### src/rtl/raster_scan_ctrl.sv
// Raster scan controller: walks a triangle's clipped bounding box in SIZE x SIZE
// blocks, steering the edge-function accumulators and emitting a block stream.
module raster_scan_ctrl #(
    parameter int unsigned SIZE     = 2,
    parameter int unsigned SCREEN_W = 640,
    parameter int unsigned SCREEN_H = 480
) (
    input  logic        clk,
    input  logic        rst,
    input  logic        tri_valid,
    output logic        tri_ready,
    input  logic [10:0] tri_xmin,
    input  logic [10:0] tri_xmax,
    input  logic [10:0] tri_ymin,
    input  logic [10:0] tri_ymax,
    input  logic [7:0]  tri_tag,
    output logic        ef_start,
    output logic        ef_row_end,
    output logic        blk_valid,
    output logic [10:0] blk_x,
    output logic [10:0] blk_y,
    output logic        blk_last,
    output logic [7:0]  blk_tag,
    output logic        busy
);

    localparam int unsigned SHIFT = $clog2(SIZE);
    localparam logic [10:0] X_LIM = 11'(SCREEN_W - 1);
    localparam logic [10:0] Y_LIM = 11'(SCREEN_H - 1);

    typedef enum logic {
        IDLE,
        SCAN
    } state_t;

    state_t      state_q, state_d;
    logic [10:0] cur_bx_q, cur_bx_d;
    logic [10:0] cur_by_q, cur_by_d;
    logic [10:0] bx_min_q, bx_min_d;
    logic [10:0] bx_max_q, bx_max_d;
    logic [10:0] by_max_q, by_max_d;
    logic [7:0]  tag_q, tag_d;

    logic        blk_valid_q, blk_valid_d;
    logic [10:0] blk_x_q, blk_x_d;
    logic [10:0] blk_y_q, blk_y_d;
    logic        blk_last_q, blk_last_d;
    logic [7:0]  blk_tag_q, blk_tag_d;

    logic        last_blk;
    logic        tri_empty;
    logic [10:0] xmax_c;
    logic [10:0] ymax_c;

    always_comb begin
        last_blk   = (state_q == SCAN) && (cur_bx_q == bx_max_q) && (cur_by_q == by_max_q);
        tri_ready  = !rst && ((state_q == IDLE) || last_blk);
        ef_start   = tri_valid && tri_ready;
        ef_row_end = !rst && (state_q == SCAN) && (cur_bx_q == bx_max_q)
                     && (cur_by_q < by_max_q);
        busy       = (state_q == SCAN);

        xmax_c    = (tri_xmax > X_LIM) ? X_LIM : tri_xmax;
        ymax_c    = (tri_ymax > Y_LIM) ? Y_LIM : tri_ymax;
        tri_empty = (xmax_c < tri_xmin) || (ymax_c < tri_ymin);

        state_d  = state_q;
        cur_bx_d = cur_bx_q;
        cur_by_d = cur_by_q;
        bx_min_d = bx_min_q;
        bx_max_d = bx_max_q;
        by_max_d = by_max_q;
        tag_d    = tag_q;

        if (state_q == SCAN) begin
            if (last_blk) begin
                state_d = IDLE;
            end else if (cur_bx_q < bx_max_q) begin
                cur_bx_d = cur_bx_q + 11'd1;
            end else begin
                cur_bx_d = bx_min_q;
                cur_by_d = cur_by_q + 11'd1;
            end
        end

        // A non-empty handshake overrides the return to IDLE, so the next
        // triangle's first block follows the last block with no bubble.
        if (ef_start && !tri_empty) begin
            state_d  = SCAN;
            bx_min_d = tri_xmin >> SHIFT;
            bx_max_d = xmax_c >> SHIFT;
            by_max_d = ymax_c >> SHIFT;
            cur_bx_d = tri_xmin >> SHIFT;
            cur_by_d = tri_ymin >> SHIFT;
            tag_d    = tri_tag;
        end

        blk_valid_d = (state_q == SCAN);
        blk_x_d     = cur_bx_q << SHIFT;
        blk_y_d     = cur_by_q << SHIFT;
        blk_last_d  = last_blk;
        blk_tag_d   = tag_q;
    end

    always_ff @(posedge clk or posedge rst) begin
        if (rst) begin
            state_q     <= IDLE;
            cur_bx_q    <= '0;
            cur_by_q    <= '0;
            bx_min_q    <= '0;
            bx_max_q    <= '0;
            by_max_q    <= '0;
            tag_q       <= '0;
            blk_valid_q <= 1'b0;
            blk_x_q     <= '0;
            blk_y_q     <= '0;
            blk_last_q  <= 1'b0;
            blk_tag_q   <= '0;
        end else begin
            state_q     <= state_d;
            cur_bx_q    <= cur_bx_d;
            cur_by_q    <= cur_by_d;
            bx_min_q    <= bx_min_d;
            bx_max_q    <= bx_max_d;
            by_max_q    <= by_max_d;
            tag_q       <= tag_d;
            blk_valid_q <= blk_valid_d;
            blk_x_q     <= blk_x_d;
            blk_y_q     <= blk_y_d;
            blk_last_q  <= blk_last_d;
            blk_tag_q   <= blk_tag_d;
        end
    end

    assign blk_valid = blk_valid_q;
    assign blk_x     = blk_x_q;
    assign blk_y     = blk_y_q;
    assign blk_last  = blk_last_q;
    assign blk_tag   = blk_tag_q;

endmodule

### config.mk
export PLATFORM = sky130hd
export DESIGN_NAME = raster_scan_ctrl
export DESIGN_NICKNAME = d
export VERILOG_FILES = /design/src/rtl/raster_scan_ctrl.sv
export SDC_FILE = /design/constraint.sdc
export NUM_CORES = 1
export LEC_CHECK = 0
export CORE_MARGIN = 4
export CORE_UTILIZATION = 56
export DETAILED_ROUTE_END_ITERATION = 10
export GPL_ROUTABILITY_DRIVEN = 0
export HOLD_SLACK_MARGIN = 0.05
export MAX_ROUTING_LAYER = met4
export PLACE_DENSITY = 0.87
export REMOVE_ABC_BUFFERS = 1
export SLEW_MARGIN = 5
export SYNTH_ARGS = -nofsm -noshare
export SYNTH_HDL_FRONTEND = slang
export SYNTH_SLANG_ARGS = --single-unit
### constraint.sdc
create_clock -name clk -period 8.35 [get_ports clk]
set_clock_uncertainty 0.15 [all_clocks]
set_input_delay 0.835 -clock clk [delete_from_list [all_inputs] [get_ports clk]]
set_output_delay 0.835 -clock clk [all_outputs]
set_load 0.005 [all_outputs]
==> results.yml <==
critical_path:
  cpPeakStageDelay_ps: 490
  path_cells: "clkdlybuf4s50_1 > o21a_1 > or3_1 > ha_1 > or4b_1 > o221a_1 > o2111ai_1 > o21ai_2 > buf_4 > and2_4 > a221o_1"
  worst-path-stages: 11
  criticalPathCategory: "in2reg"
  worst_ep_arrival_time_ps: 4320
  cp.required_ps: 8440
  critPathBufInv: 2
  crit_family: "compound AO/OA/AOI/OAI gates"
  reg2reg_depth: 8
  slowest_stage: "or4b_1"
  endpoint_kind: "flip-flop"
  worstPathMaxFanout: 57
  cp-start-kind: "input pin"
layout:
  finish.utilization_pct: 72.4
  final_nets: 647
  layout.cells.most_common: "dfrtp_1"
  fin_area_um2: 6010
  layout_common_cells: "dfrtp_1, clkdlybuf4s50_1, inv_1"
  area_growth_pct: 24.0
  post_layout_nonfiller_instances: 660
  drive_gt1_share_pct: 11.2
  antenna_cells: 0
placement:
  portBuffers: 88
  place_inst: 644
  dpl-instance-area_um2: 5820
  dp_hpwl_mm: 8.32
  pre_cts_ws_ps: 3840
clock_network:
  cts_hold_buf: 0
  cts_inserted_buffers: 9
  cts_tree: "built"
  cts-resized-gates: 0
  cts.sinks: 91
  post_cts_buffers: 0
  cts_max_level: 3
  clk_pin_slew_ps: 90
  clock_latency_ps: 360
  root_buffer: "clkbuf_8"
  cts_buffer_depth: 2
route:
  wire_per_inst_um: 17.9
  drt-total-wl_mm: 11.8
  via_per_inst: 6.05
  drcViolationCount: 0
  vias: 3992
  first_iter_violations: 289
  firstDrtPassIters: 6
  ant_nets: 0
power:
  comb_power_share_pct: 42.4
  leakage_nw: 2.70
  vdd_drop_max_mv: 0.153
  power.total_mw: 1.89
  seqPwrFrac_pct: 42.3
  power_density_nw_per_um2: 314
  power.net_switching_uw: 676
  cell_internal_pwr_mw: 1.21
  pwr-share-clk_pct: 15.2
  switching_share_pct: 35.9
logic_synthesis:
  ys_ff_latch: 91
  yosys_most_used_dff: "dfrtp_1"
  ys_seq_area_share_pct: 47.0
  syn_area_um2: 4840
  syn_inst: 459
  synth.yosys.warnings: 0
  syn_area_per_cell_um2: 10.6
  ys_async_sr_fraction_pct: 100
  ys_types: 54
  synth_edf_count: 0
sta:
  worst_slew_pin_slew_ps: 1100
  slew_headroom_pct: 25.9
  fin_crit_ps: 4220
  setup_viol: 0
  timing.fmax_mhz: 237
  final_hold_viol_count: 0
  finalMaxSlewViolations: 0
  period_share_pct: 50.6
  fin_hold_ws_ps: 229
  rsz0062_at_grt: "no"
  fin_ws_ps: 4130
  tns_ps: 0
global_routing:
  grt_util_all_layers_pct: 25.1
  antenna_found_initial: 0
  grt-ovfl-total: 0
  grt_pass1_vias: 4036
  grt_max_degree: 92
  grt_pass1_wl_mm: 19.5
floorplan:
  initial_core_util_pct: 58.4
  die_y_um: 101
  boundaryPins: 91
  fp-row-count: 33
  die_area_um2: 10200
  chipWidth_um: 101
  core_area_um2: 8300
hold_path:
  hold_path_class: "reg2reg"
  min_path_cells: 0
flow_run:
  drv_cap: 0
run_status:
  status: "finished, final reports clean"
==> power by group through the flow <==
stage	logic, mW	clock network [mW]	registers, mW
after global routing	0.892	0.306	0.825
after detailed placement	0.794	0	0.806
final	0.800	0.287	0.799
after CTS	0.801	0.287	0.797
after global placement	0.752	0	0.795
after floorplan	0.485	0	0.768
==> kinds of logic after synthesis <==
group / Yosys count / synth area share [%]
AO/OA/AOI/OAI: 98 / 13.9
XOR/XNOR: 14 / 2.53
adder cells (fa/ha/maj): 42 / 10.8
buffers and inverters: 65 / 5.68
flip-flops: 91 / 47.0
multiplexers: 31 / 7.13
other: 1 / 0.0774
AND/OR/NAND/NOR: 117 / 12.9
==> registers in the layout, summed over array words and instances, names as in the netlist <==
signal and flops:
bx_max_q 10, blk_last 1, blk_tag 8, bx_min_q 10, cur_by_q 11, blk_tag_d 8
by_max_q 10, blk_y 10, blk_valid 1, blk_x 10, cur_bx_q 11, busy 1
==> cells in the mapped netlist, drive strengths merged (4+ instances only) <==
library cell,number,share of area (%)
clkbuf,8,0.62
inv,48,3.7
nand2b,4,0.52
a211oi,9,1.5
or2,5,0.65
mux2,28,6.5
and2,4,0.57
xnor2,11,2.0
nand2,22,1.7
a21o,4,0.62
a21oi,22,2.3
dfrtp,91,47
buf,9,1.3
nand3,35,3.6
nor2,15,1.2
o21ai,30,3.2
a221o,9,1.9
or3,9,1.2
nand4,9,1.2
ha,42,11
==> layout make-up <==
cell class              count  area [um2]
clock buffers              13         169
clock inverters             3        21.3
fillers                   597        2290
inverters                  48         181
multi-input cells         307        2310
flip-flops and latches     91        2280
well taps                 105         131
repair buffers             93         918
==> path summary, 6_finish.rpt <==
path | start | to | slack, ps
min in group asynchronous | rst | by_max_q[0] | 1170
setup / recovery | tri_xmax[8] | cur_bx_q[6] | 4130
setup reg to reg | cur_bx_q[6] | bx_min_q[8] | 4700
hold reg to reg | blk_tag_d[7] | blk_tag[7] | 230
max in group asynchronous | rst | bx_max_q[2] | 6210
hold / removal | blk_tag_d[7] | blk_tag[7] | 230
==> per-layer routing <==
layer  global-route usage (%)  share of wire (%)
met3                     3.94                6.3
met5                        -                  0
met2                     40.9                 50
met4                     8.28                1.9
met1                     32.1                 41
No activity file was read; power rests on OpenSTA's default activity.
